--- src/rtl/vedic_multiplier_32x32_pkg.sv ---
// ---------------------------------------------------------------------------
// vedic_multiplier_32x32_pkg
// Purpose : shared width constants for the 32x32 -> 64 unsigned Vedic
//           multiplier slice.
// Contents: OPERAND_W (operand width), PRODUCT_W (product width).
// ---------------------------------------------------------------------------
package vedic_multiplier_32x32_pkg;

  localparam int OPERAND_W = 32;
  localparam int PRODUCT_W = 64;

endpackage : vedic_multiplier_32x32_pkg

--- src/rtl/vedic_multiplier_32x32_if.sv ---
// ---------------------------------------------------------------------------
// vedic_multiplier_32x32_if
// Purpose : groups the operand/product bus of the multiplier.
// Signals : a [31:0] multiplicand, b [31:0] multiplier, c [63:0] product.
// Modports: master drives a/b and observes c; slave (the multiplier)
//           consumes a/b and drives c.
// ---------------------------------------------------------------------------
interface vedic_multiplier_32x32_if;
  import vedic_multiplier_32x32_pkg::*;

  logic [OPERAND_W-1:0] a;
  logic [OPERAND_W-1:0] b;
  logic [PRODUCT_W-1:0] c;

  modport master (output a, output b, input c);
  modport slave  (input a, input b, output c);

endinterface : vedic_multiplier_32x32_if

--- src/rtl/vedic_multiplier_32x32_vedic_16x16.sv ---
// ---------------------------------------------------------------------------
// vedic_16x16
// Purpose : combinational unsigned 16x16 -> 32 Urdhva-Tiryagbhyam
//           multiplier. Recurses 16 -> 8 -> 4 -> 2; the 2x2 leaf is AND
//           gates plus two half adders.
// Ports   : x [15:0] operand, y [15:0] operand, p [31:0] product x*y.
// ---------------------------------------------------------------------------
module vedic_16x16
  import vedic_multiplier_32x32_pkg::*;
(
  input  logic [15:0] x,
  input  logic [15:0] y,
  output logic [31:0] p
);

  // 2x2 leaf: four partial-product ANDs, then two half adders ripple
  // the crosswise sum into bits 2 and 3.
  function automatic logic [3:0] mul2(input logic [1:0] u, input logic [1:0] v);
    logic t1, t2, t3, c1;
    t1 = u[1] & v[0];
    t2 = u[0] & v[1];
    t3 = u[1] & v[1];
    c1 = t1 & t2;
    return {t3 & c1, t3 ^ c1, t1 ^ t2, u[0] & v[0]};
  endfunction

  // Each level: low half of q0 passes straight through; the middle sum is
  // kept two bits wider than a partial product so no carry is lost, and the
  // upper part is q3 shifted by one half plus the middle sum.
  function automatic logic [7:0] mul4(input logic [3:0] u, input logic [3:0] v);
    logic [3:0] q0, q1, q2, q3;
    logic [5:0] mid, hi;
    q0  = mul2(u[1:0], v[1:0]);
    q1  = mul2(u[3:2], v[1:0]);
    q2  = mul2(u[1:0], v[3:2]);
    q3  = mul2(u[3:2], v[3:2]);
    mid = {2'b00, q1} + {2'b00, q2} + {4'b0000, q0[3:2]};
    hi  = {q3, 2'b00} + mid;
    return {hi, q0[1:0]};
  endfunction

  function automatic logic [15:0] mul8(input logic [7:0] u, input logic [7:0] v);
    logic [7:0]  q0, q1, q2, q3;
    logic [9:0]  mid;
    logic [11:0] hi;
    q0  = mul4(u[3:0], v[3:0]);
    q1  = mul4(u[7:4], v[3:0]);
    q2  = mul4(u[3:0], v[7:4]);
    q3  = mul4(u[7:4], v[7:4]);
    mid = {2'b00, q1} + {2'b00, q2} + {6'b000000, q0[7:4]};
    hi  = {q3, 4'h0} + {2'b00, mid};
    return {hi, q0[3:0]};
  endfunction

  logic [15:0] q0_s, q1_s, q2_s, q3_s;
  logic [17:0] mid_s;
  logic [23:0] hi_s;

  assign q0_s  = mul8(x[7:0],  y[7:0]);
  assign q1_s  = mul8(x[15:8], y[7:0]);
  assign q2_s  = mul8(x[7:0],  y[15:8]);
  assign q3_s  = mul8(x[15:8], y[15:8]);
  assign mid_s = {2'b00, q1_s} + {2'b00, q2_s} + {10'd0, q0_s[15:8]};
  assign hi_s  = {q3_s, 8'h00} + {6'd0, mid_s};
  assign p     = {hi_s, q0_s[7:0]};

endmodule : vedic_16x16

--- src/rtl/vedic_multiplier_32x32.sv ---
// ---------------------------------------------------------------------------
// vedic_multiplier_32x32
// Purpose : unsigned 32x32 -> 64 Vedic multiplier with one registered
//           output stage (latency 1, one product per cycle).
// Ports   : clk  - rising-edge clock
//           rst  - synchronous active-high reset, clears the product
//           bus  - slave side: a/b operands in, c registered product out
// ---------------------------------------------------------------------------
module vedic_multiplier_32x32
  import vedic_multiplier_32x32_pkg::*;
(
  input  logic                     clk,
  input  logic                     rst,
  vedic_multiplier_32x32_if.slave  bus
);

  logic [31:0]          q0_s, q1_s, q2_s, q3_s;
  logic [33:0]          mid_s;
  logic [47:0]          hi_s;
  logic [PRODUCT_W-1:0] product_s;
  logic [PRODUCT_W-1:0] c_r;

  vedic_16x16 u_q0 (.x(bus.a[15:0]),  .y(bus.b[15:0]),  .p(q0_s));
  vedic_16x16 u_q1 (.x(bus.a[31:16]), .y(bus.b[15:0]),  .p(q1_s));
  vedic_16x16 u_q2 (.x(bus.a[15:0]),  .y(bus.b[31:16]), .p(q2_s));
  vedic_16x16 u_q3 (.x(bus.a[31:16]), .y(bus.b[31:16]), .p(q3_s));

  // Middle sum is 34 bits so both crosswise carries survive; the upper
  // 48 bits then absorb it on top of q3 shifted up one half.
  assign mid_s     = {2'b00, q1_s} + {2'b00, q2_s} + {18'd0, q0_s[31:16]};
  assign hi_s      = {q3_s, 16'h0000} + {14'd0, mid_s};
  assign product_s = {hi_s, q0_s[15:0]};

  // Output register: reset drops whatever operands were sampled this edge.
  always_ff @(posedge clk) begin
    if (rst) begin
      c_r <= {PRODUCT_W{1'b0}};
    end else begin
      c_r <= product_s;
    end
  end

  assign bus.c = c_r;

endmodule : vedic_multiplier_32x32

--- src/flat_wrapper.sv ---
// flat-port wrapper written by rule: the top's interface ports become plain ports
module vedic_multiplier_32x32_flat import vedic_multiplier_32x32_pkg::*;
  (clk, rst, bus_a, bus_b, bus_c);
  vedic_multiplier_32x32_if bus_i ();
  input  logic clk;
  input  logic rst;
  input wire logic [$bits(bus_i.a)-1:0] bus_a;
  input wire logic [$bits(bus_i.b)-1:0] bus_b;
  output wire logic [$bits(bus_i.c)-1:0] bus_c;
  assign bus_i.a = bus_a;
  assign bus_i.b = bus_b;
  assign bus_c = bus_i.c;
  vedic_multiplier_32x32 u_core (.clk(clk), .rst(rst), .bus(bus_i));
endmodule
--- config.mk ---
export PLATFORM = sky130hd
export DESIGN_NAME = vedic_multiplier_32x32_flat
export DESIGN_NICKNAME = d
export VERILOG_FILES = /design/src/rtl/vedic_multiplier_32x32_pkg.sv /design/src/rtl/vedic_multiplier_32x32_if.sv /design/src/rtl/vedic_multiplier_32x32_vedic_16x16.sv /design/src/rtl/vedic_multiplier_32x32.sv /design/src/flat_wrapper.sv
export SDC_FILE = /design/constraint.sdc
export NUM_CORES = 2
export LEC_CHECK = 0
export CORE_UTILIZATION = 65
export DETAILED_ROUTE_END_ITERATION = 7
export PLACE_DENSITY = 0.83
export SLEW_MARGIN = 20
export SYNTH_ARGS = -nofsm -noshare
export SYNTH_HDL_FRONTEND = slang
export SYNTH_HIERARCHICAL = 1
export SYNTH_SLANG_ARGS = --single-unit
--- constraint.sdc ---
create_clock -name clk -period 26.6 [get_ports clk]
set_clock_uncertainty 0.15 [all_clocks]
set_input_delay 5.32 -clock clk [delete_from_list [all_inputs] [get_ports clk]]
set_output_delay 5.32 -clock clk [all_outputs]
set_load 0.005 [all_outputs]
==> flow_summary.ini <==
[timing]
timing.hold.ws_ps = 5480
clock.fmax_mhz = 62.3
report.final.setup_viol = 0
hold_viol_final = 0
slew_violations = 0
final_worst_path_cycle_share_pct = 60.3
postLayoutSetupSlackWorst_ps = 10560
worst_slew_pin_slew_ps = 860
rsz0062_at_grt = no
timing.final.crit_period_ps = 16040
fin_setup_tns_ps = 0
max_slew_margin_pct = 42.6

[global_routing]
grt_start_max_net_pins = 79
grt_usage_pct = 32.4
grt-ovfl-total = 0
first_global_vias = 39500
grt_pass1_wl_mm = 195
antenna_found_initial = 5

[finish]
layout.filler_cells = 5660
syn_to_final_growth_pct = 5.80
post_route_cells_drive_above_1_share_pct = 2.79
max_reg_flops = 64
layout_common_cells = 1175 x sky130_fd_sc_hd__inv_1, 992 x sky130_fd_sc_hd__ha_1, 850 x sky130_fd_sc_hd__and2_1
layout_commonest_cell = sky130_fd_sc_hd__inv_1
num-nets-final = 7389

[setup_path]
slowest_delay_ps = 670
startpoint = bus_a[0]
crit_end = u_core/bus.c[52]
crit_slowest_cell = sky130_fd_sc_hd__a221oi_1
critical_path.endpoint_type = flip-flop
setup.worst_path.start_class = primary input
arrival_ps = 16150
criticalPathCategory = primary input to flip-flop
worstPathMaxFanout = 32
worst_path_required_ps = 26710

[routing]
detailed_route_vias_per_instance = 5.69
route.antenna.remaining_nets = 0
drt_iter0_markers = 2191
drt_pass1_iterations = 6
num_vias = 38200
wl_per_cell_um = 17.8
remaining_drc_errors = 0
wire_length_after_detailed_routing_mm = 120

[synth]
mappedNetlistNets = 7329
syn_inst = 5706
netlist-cell-type-count = 112
number_of_flops_mapped_to_enable_cells_by_yosys = 0
post_synthesis_sequential_element_count = 64
synth_top_flop_cell = sky130_fd_sc_hd__dfxtp_1
ys_warn_count = 6
synth.yosys.seq_area_share_pct = 2.68
avgSynthCellArea_um2 = 8.36
post_synth_instance_area_um2 = 47700
synth_async_sr_flop_share_pct = 0

[clock_tree]
cts.clk_slew.worst_paths_ps = 70
post_cts_resize_count = 0
cts_tree = yes
ctsRootBufferMaster = sky130_fd_sc_hd__clkbuf_16
htree_num_levels = 3
clock_sink_count = 64
cts.repair_timing.setup_buffer_count = 0
cts-root-to-sink-buffers = 2
ctsHoldBuffers = 0
cts_buffers = 9

[floorplanning]
floorplan.rows = 98
initial_utilization_pct = 66.2
die_width_um = 273
die-area_um2 = 74500
io_pins = 130
die-height_um = 273
fp.coreArea_um2 = 72100

[place]
pre_cts_ws_ps = 10350
gp_congestion = 0.965
place.detailed.hpwl_mm = 94.9
portBuffers = 129

[job]
cap_violations = 0

[status]
run_status = finished clean

[worst_hold_path]
hp-class = primary input to flip-flop
[layer usage]
metal | vias to the layer above | share of wire [%] | GRT usage (%)
met5 | - | 0.0092 | 0
met3 | 180 | 5.8 | 3.37
met4 | 2 | 2.9 | 9.69
li1 | 18200 | - | -
met1 | 18700 | 44 | 42.0
met2 | 1104 | 48 | 56.7
[stage by stage]
stage	util (%)	instances	instance area [um^2]
after floorplan	-	5706	47700
after global placement	69.6	6705	50200
after detailed placement	69.6	6705	50200
after CTS	70.0	6721	50500
after global routing	70.0	6721	50500
final	70.0	6724	50500
[Yosys cell counts, types with 8 or more instances]
library cell                  n  share of area, %
sky130_fd_sc_hd__nand4_1     16              0.21
sky130_fd_sc_hd__or3_1        8              0.10
sky130_fd_sc_hd__nor3_1      23              0.24
sky130_fd_sc_hd__and2_1     850                11
sky130_fd_sc_hd__o21bai_1    20              0.31
sky130_fd_sc_hd__a211oi_1    24              0.38
sky130_fd_sc_hd__nand3_1     37              0.39
sky130_fd_sc_hd__ha_1       992                26
sky130_fd_sc_hd__o31a_1       8              0.15
sky130_fd_sc_hd__o211ai_1    14              0.22
sky130_fd_sc_hd__o21ai_0     80              0.84
sky130_fd_sc_hd__clkbuf_1   148               1.2
sky130_fd_sc_hd__nor2b_1     62              0.81
sky130_fd_sc_hd__a221oi_1     8              0.15
sky130_fd_sc_hd__fa_1       565                24
sky130_fd_sc_hd__a21boi_0     8              0.13
sky130_fd_sc_hd__xor2_1     183               3.4
sky130_fd_sc_hd__nand2b_1    20              0.26
sky130_fd_sc_hd__xnor2_1    236               4.3
sky130_fd_sc_hd__nor2_1     150               1.2
sky130_fd_sc_hd__a21o_1     200               3.1
sky130_fd_sc_hd__a31oi_1     14              0.18
sky130_fd_sc_hd__o21a_1      29              0.46
sky130_fd_sc_hd__and3_1      15              0.20
sky130_fd_sc_hd__a21oi_1    306               3.2
sky130_fd_sc_hd__nand2_1    284               2.2
sky130_fd_sc_hd__inv_1     1175               9.2
sky130_fd_sc_hd__o21ai_1     12              0.13
sky130_fd_sc_hd__dfxtp_1     64               2.7
[worst min-delay path by stage]
stage | from | end | slack (ps) | cells after the start
after detailed placement | rst | u_core/bus.c[48] | 5860 | 3
after global placement | rst | u_core/bus.c[38] | 5860 | 3
final | rst | u_core/bus.c[25] | 5480 | 3
after CTS | rst | u_core/bus.c[25] | 5480 | 3
after floorplan | bus_b[0] | u_core/bus.c[0] | 5400 | 2
after global routing | rst | u_core/bus.c[25] | 5520 | 3
[logic make-up (layout without fill, tap and decap cells)]
kind of cell,after synthesis,count (layout),share of synthesized area (%)
buffers and inverters,1325,1390,10.4
XOR/XNOR,423,423,7.87
flip-flops,64,64,2.68
adder cells (fa/ha/maj),1557,1557,49.7
AO/OA/AOI/OAI,805,805,11.1
multiplexers,15,15,0.349
AND/OR/NAND/NOR,1517,1517,17.8
other,0,3,0
[final cells by class]
type	instances	area (um^2)	share of cell area [%]
multi-input cells	4317	41500	82.1
inverters	1175	4410	8.73
repair buffers	199	1810	3.59
flip-flops and latches	64	1280	2.54
well taps	950	1190	2.35
clock buffers	9	225	0.446
clock inverters	7	100	0.198
diodes	3	7.51	0.0149
[worst max-delay path: cells and delay by family]
family          cells  cell delay (ps)
mux                 1              300
fa+ha+maj          12             4350
simple gates        7             1320
compound gates     12             3360
buf+inv             6              990
xor+xnor            3              520
Power is not shown: default switching activity piles up to over one toggle a cycle in this logic, so the estimate is an artifact.
